--- src/rtl/ex_wb_stage.sv ---
// Execute/write-back stage: ALU write-back, load completion, flag update, branch redirect and squash.
// Latency: ALU write-back and redirect 1 cycle after acceptance, load write-back 2 cycles after acceptance.
// Backpressure: in_ready drops for exactly one cycle while a live load waits for readData.
module ex_wb_stage (
    input  logic        clock,
    input  logic        reset_n,
    input  logic        in_valid,
    output logic        in_ready,
    input  logic        regWrite,
    input  logic        memRead,
    input  logic        memToReg,
    input  logic        updFlags,
    input  logic        jump,
    input  logic        branchZ,
    input  logic        branchN,
    input  logic [5:0]  rdAddr,
    input  logic [31:0] result,
    input  logic [31:0] readData,
    input  logic [31:0] target,
    input  logic        zero,
    input  logic        neg,
    output logic        wbEn,
    output logic [5:0]  wbAddr,
    output logic [31:0] wbData,
    output logic        pcSrc,
    output logic [31:0] pcTarget,
    output logic        flush
);

    typedef enum logic {
        IDLE    = 1'b0,
        MEMWAIT = 1'b1
    } state_t;

    state_t      state;
    state_t      state_nxt;
    logic [1:0]  flush_cnt;
    logic        flag_z;
    logic        flag_n;
    logic        hold_we;
    logic        hold_m2r;
    logic [5:0]  hold_rd;
    logic [31:0] hold_res;
    logic        xfer;
    logic        taken;

    assign xfer  = in_valid & in_ready;
    // Branches see the flags as they stood before this instruction's own update.
    assign taken = jump | (branchZ & flag_z) | (branchN & flag_n);
    assign flush = (flush_cnt != 2'd0);

    // State register.
    always_ff @(posedge clock or negedge reset_n) begin
        if (!reset_n) begin
            state <= IDLE;
        end else begin
            state <= state_nxt;
        end
    end

    // Next state and ready; a load only stalls when it is live (not being squashed).
    always_comb begin
        state_nxt = state;
        in_ready  = 1'b0;
        case (state)
            IDLE: begin
                in_ready = 1'b1;
                if (in_valid && (flush_cnt == 2'd0) && memRead) begin
                    state_nxt = MEMWAIT;
                end
            end
            MEMWAIT: begin
                state_nxt = IDLE;
            end
            default: begin
                state_nxt = IDLE;
            end
        endcase
    end

    // Datapath: write-back, held load context, flags, redirect and squash counter.
    always_ff @(posedge clock or negedge reset_n) begin
        if (!reset_n) begin
            wbEn      <= 1'b0;
            wbAddr    <= 6'd0;
            wbData    <= 32'd0;
            pcSrc     <= 1'b0;
            pcTarget  <= 32'd0;
            flush_cnt <= 2'd0;
            flag_z    <= 1'b0;
            flag_n    <= 1'b0;
            hold_we   <= 1'b0;
            hold_m2r  <= 1'b0;
            hold_rd   <= 6'd0;
            hold_res  <= 32'd0;
        end else begin
            wbEn  <= 1'b0;
            pcSrc <= 1'b0;
            if (state == MEMWAIT) begin
                if (hold_we) begin
                    wbEn   <= 1'b1;
                    wbAddr <= hold_rd;
                    wbData <= hold_m2r ? readData : hold_res;
                end
            end else if (xfer) begin
                if (flush_cnt != 2'd0) begin
                    flush_cnt <= flush_cnt - 2'd1;
                end else begin
                    if (taken) begin
                        pcSrc     <= 1'b1;
                        pcTarget  <= target;
                        flush_cnt <= 2'd2;
                    end
                    if (updFlags) begin
                        flag_z <= zero;
                        flag_n <= neg;
                    end
                    if (memRead) begin
                        hold_we  <= regWrite;
                        hold_m2r <= memToReg;
                        hold_rd  <= rdAddr;
                        hold_res <= result;
                    end else if (regWrite) begin
                        wbEn   <= 1'b1;
                        wbAddr <= rdAddr;
                        wbData <= result;
                    end
                end
            end
        end
    end

endmodule
--- config.mk ---
export PLATFORM = sky130hd
export DESIGN_NAME = ex_wb_stage
export DESIGN_NICKNAME = d
export VERILOG_FILES = /design/src/rtl/ex_wb_stage.sv
export SDC_FILE = /design/constraint.sdc
export NUM_CORES = 1
export LEC_CHECK = 0
export ABC_CLOCK_PERIOD_IN_PS = 4200
export BUFFER_PORTS_ARGS = -buffer_cell sky130_fd_sc_hd__buf_2
export CAP_MARGIN = 15
export CORE_AREA = 2 2 104 106
export CTS_CLUSTER_DIAMETER = 200
export DETAILED_ROUTE_END_ITERATION = 7
export DIE_AREA = 0 0 106 108
export PLACE_DENSITY = 0.84
export SETUP_SLACK_MARGIN = 0.02
export SKIP_CTS_REPAIR_TIMING = 1
export SYNTH_ARGS = -nofsm -noshare
export SYNTH_HDL_FRONTEND = slang
export SYNTH_SLANG_ARGS = --single-unit
--- constraint.sdc ---
create_clock -name clock -period 4.2 [get_ports clock]
set_clock_uncertainty 0.05 [all_clocks]
set_input_delay 0.21 -clock clock [delete_from_list [all_inputs] [get_ports clock]]
set_output_delay 0.21 -clock clock [all_outputs]
set_load 0.01 [all_outputs]
==> flow_metrics.env <==
export IMPL_ant_nets=0
export IMPL_start_kind="register"
export IMPL_p_per_area_mw_per_mm2=698
export IMPL_final_hold_viol_count=0
export IMPL_clock_sinks=117
export IMPL_yosysUniqueCellTypes=22
export IMPL_cts_made_buffers=17
export IMPL_synth_edf_count=0
export IMPL_cp_slowest_stage_delay_ps=500
export IMPL_hp_class="input port to register"
export IMPL_critPathSlowestCell="buf_4"
export IMPL_synthCells=425
export IMPL_io_pins=188
export IMPL_fillCellCount=637
export IMPL_yosysWarnings=0
export IMPL_yosysMostFrequentCell="dfrtp_1"
export IMPL_outcome="completed"
export IMPL_clockBufferDepth=2
export IMPL_htreeDepth=4
export IMPL_drt_total_wl_um=14700
export IMPL_synth_simple_area_share_pct=1.76
export IMPL_tightest_slew_ps=1040
export IMPL_hold_ws_ps=25.4
export IMPL_layout_drive_gt1_share_pct=43.5
export IMPL_r2r_cells=5
export IMPL_vias=4443
export IMPL_path_class="register to output pin"
export IMPL_overflow=0
export IMPL_synthTopCellsByCount="117 x dfrtp_1, 71 x mux2i_1, 66 x mux2_2"
export IMPL_seq_area_frac_synth_pct=53.4
export IMPL_instances_no_fill=831
export IMPL_ctsRootBufferMaster="clkbuf_8"
export IMPL_yosys_top_cells_area="dfrtp_1 53%, mux2_2 14%, mux2i_1 13%, o21bai_1 4.4%, a21oi_1 3.6%"
export IMPL_synth_avg_cell_area_um2=12.9
export IMPL_core_area_mm2=0.0102
export IMPL_gp_congestion=0.759
export IMPL_nets=798
export IMPL_die_w_um=106
export IMPL_synth_top_family_by_area="multiplexers"
export IMPL_max_freq_ghz=0.443
export IMPL_synth_nets=541
export IMPL_dp_hpwl_um=8370
export IMPL_r2r_end="hold_res[26]"
export IMPL_async_reset_ff_share_pct=100
export IMPL_syn_area_mm2=0.00549
export IMPL_maxCapViolCount=0
export IMPL_yosysTopAreaCell="dfrtp_1"
export IMPL_p_leak_nw=3.89
export IMPL_grt_max_degree=86
export IMPL_antenna_found_initial=0
export IMPL_path_cells="buf_4, inv_1, buf_2"
export IMPL_period_share_pct=53.7
export IMPL_slew_viol_final=0
export IMPL_ys_ff_latch=117
export IMPL_utilization_pct=76.5
export IMPL_track_usage_pct=23.3
export IMPL_synth_top_area_share_pct=53.4
export IMPL_setup_viol=0
export IMPL_clock_latency_ps=530
export IMPL_relSlewSlack_pct=30.5
export IMPL_die_y_um=108
export IMPL_dp_cells=722
export IMPL_clkTransAtPathRegs_ps=60
export IMPL_hold_path_end="flag_n"
export IMPL_route_detailed_drc=0
export IMPL_dieArea_mm2=0.0114
export IMPL_grt_pass1_vias=4268
export IMPL_drt_iter0_drc=264
export IMPL_synth_mux_area_share_pct=28.6
export IMPL_routedWlPerCell_um=17.6
export IMPL_viasPerCell=5.35
export IMPL_dr_pass1_iters=4
export IMPL_rows=37
export IMPL_start_util_pct=53.6
export IMPL_critPathMaxFanout=68
export IMPL_cp_startpoint="state"
export IMPL_period_needed_ps=2260
export IMPL_holdPathStages=3
export IMPL_synth_compound_area_share_pct=12.2
export IMPL_synth_main_ff_cell="dfrtp_1"
export IMPL_r2r_slack_ps=1970
export IMPL_min_delay_start="updFlags"
export IMPL_peakVddDrop_mv=0.457
export IMPL_tns_ps=0
export IMPL_n_antenna_cell=0
export IMPL_r2r_start="flush_cnt[0]"
export IMPL_synth_xor_area_share_pct=0
export IMPL_synthToLayoutAreaGrowth_pct=42.7
export IMPL_end_kind="output pin"
export IMPL_cp_arrival_ps=2000
export IMPL_synthAdderAreaFrac_pct=0.456
export IMPL_grt_setup_unrepaired="false"
export IMPL_grt_first_pass_wirelength_um=20700
export IMPL_portBuffers=187
export IMPL_cts_tree="built"
export IMPL_cp_required_ps=3940
## report_power, final
part | internal [W] | switching [W] | total, W | leakage (nW)
Clock | 0.000845 | 0.000540 | 0.00139 | 0.270
Combinational | 0.00101 | 0.000913 | 0.00193 | 2.22
Sequential | 0.00170 | 0.000458 | 0.00215 | 1.39
## kinds of logic after synthesis
| kind of cell | count (synthesis) |
|---|---|
| compound gates | 111 |
| fa+ha+maj | 2 |
| buf+inv | 36 |
| flops | 117 |
| mux | 146 |
| simple gates | 13 |
## through the flow
step	setup slack (ps)	instance area [um2]	power, W
final	1940	7830	0.00546
after global routing	1800	7830	0.00578
after CTS	1920	7030	0.00536
after detailed placement	1940	6460	0.00395
after global placement	2040	6460	0.00384
after floorplan	2470	5490	0.00329
## registers in the layout, indices dropped and copies added (netlist names)
signal and cells:
flush_cnt 2, pcSrc 1, pcTarget 32, flag_n 1, hold_m2r 1, hold_we 1, wbEn 1, hold_res 32
flag_z 1, state 1, hold_rd 6, wbAddr 6, wbData 32
## critical path, delay by kind of cell (launching register included)
kind                   cells  cell delay, ps
DFF                        1             360
buffers and inverters      3            1110
## cells in the final DEF, fill, tap and decap left out, drive strengths merged, types with 6 or more instances in the layout
cell	count
clkbuf	17
mux2	75
o21ai	33
dfrtp	117
nor2b	6
dlygate4sd3	75
buf	194
clkinv	7
a21oi	39
o21bai	32
a211oi	6
inv	7
mux2i	71
## final cells by class
| type | instances | area, um2 | area share (%) |
|---|---|---|---|
| sequential | 117 | 2930 | 37.4 |
| multi-input combinational | 272 | 2360 | 30.2 |
| timing repair buffer | 269 | 1770 | 22.7 |
| clock buffer | 17 | 414 | 5.29 |
| tap | 136 | 170 | 2.17 |
| clock inverter | 15 | 158 | 2.01 |
| inverter | 5 | 18.8 | 0.240 |
## worst max path at each step
stage and endpoint:
6_report in_ready, 5_1_grt in_ready, 4_1_cts in_ready, 3_5_place_dp wbData[11]
3_3_place_gp hold_m2r, 2_1_floorplan pcTarget[0]
## routing by layer
metal | vias up | part of all wire (%) | track usage, %
met5 | - | 0 | 0
met4 | 0 | 1.5 | 8.46
met3 | 21 | 7.1 | 7.35
met2 | 168 | 50 | 40.0
met1 | 2189 | 41 | 27.8
li1 | 2065 | - | -
No activity file was read; power rests on OpenSTA's default activity.
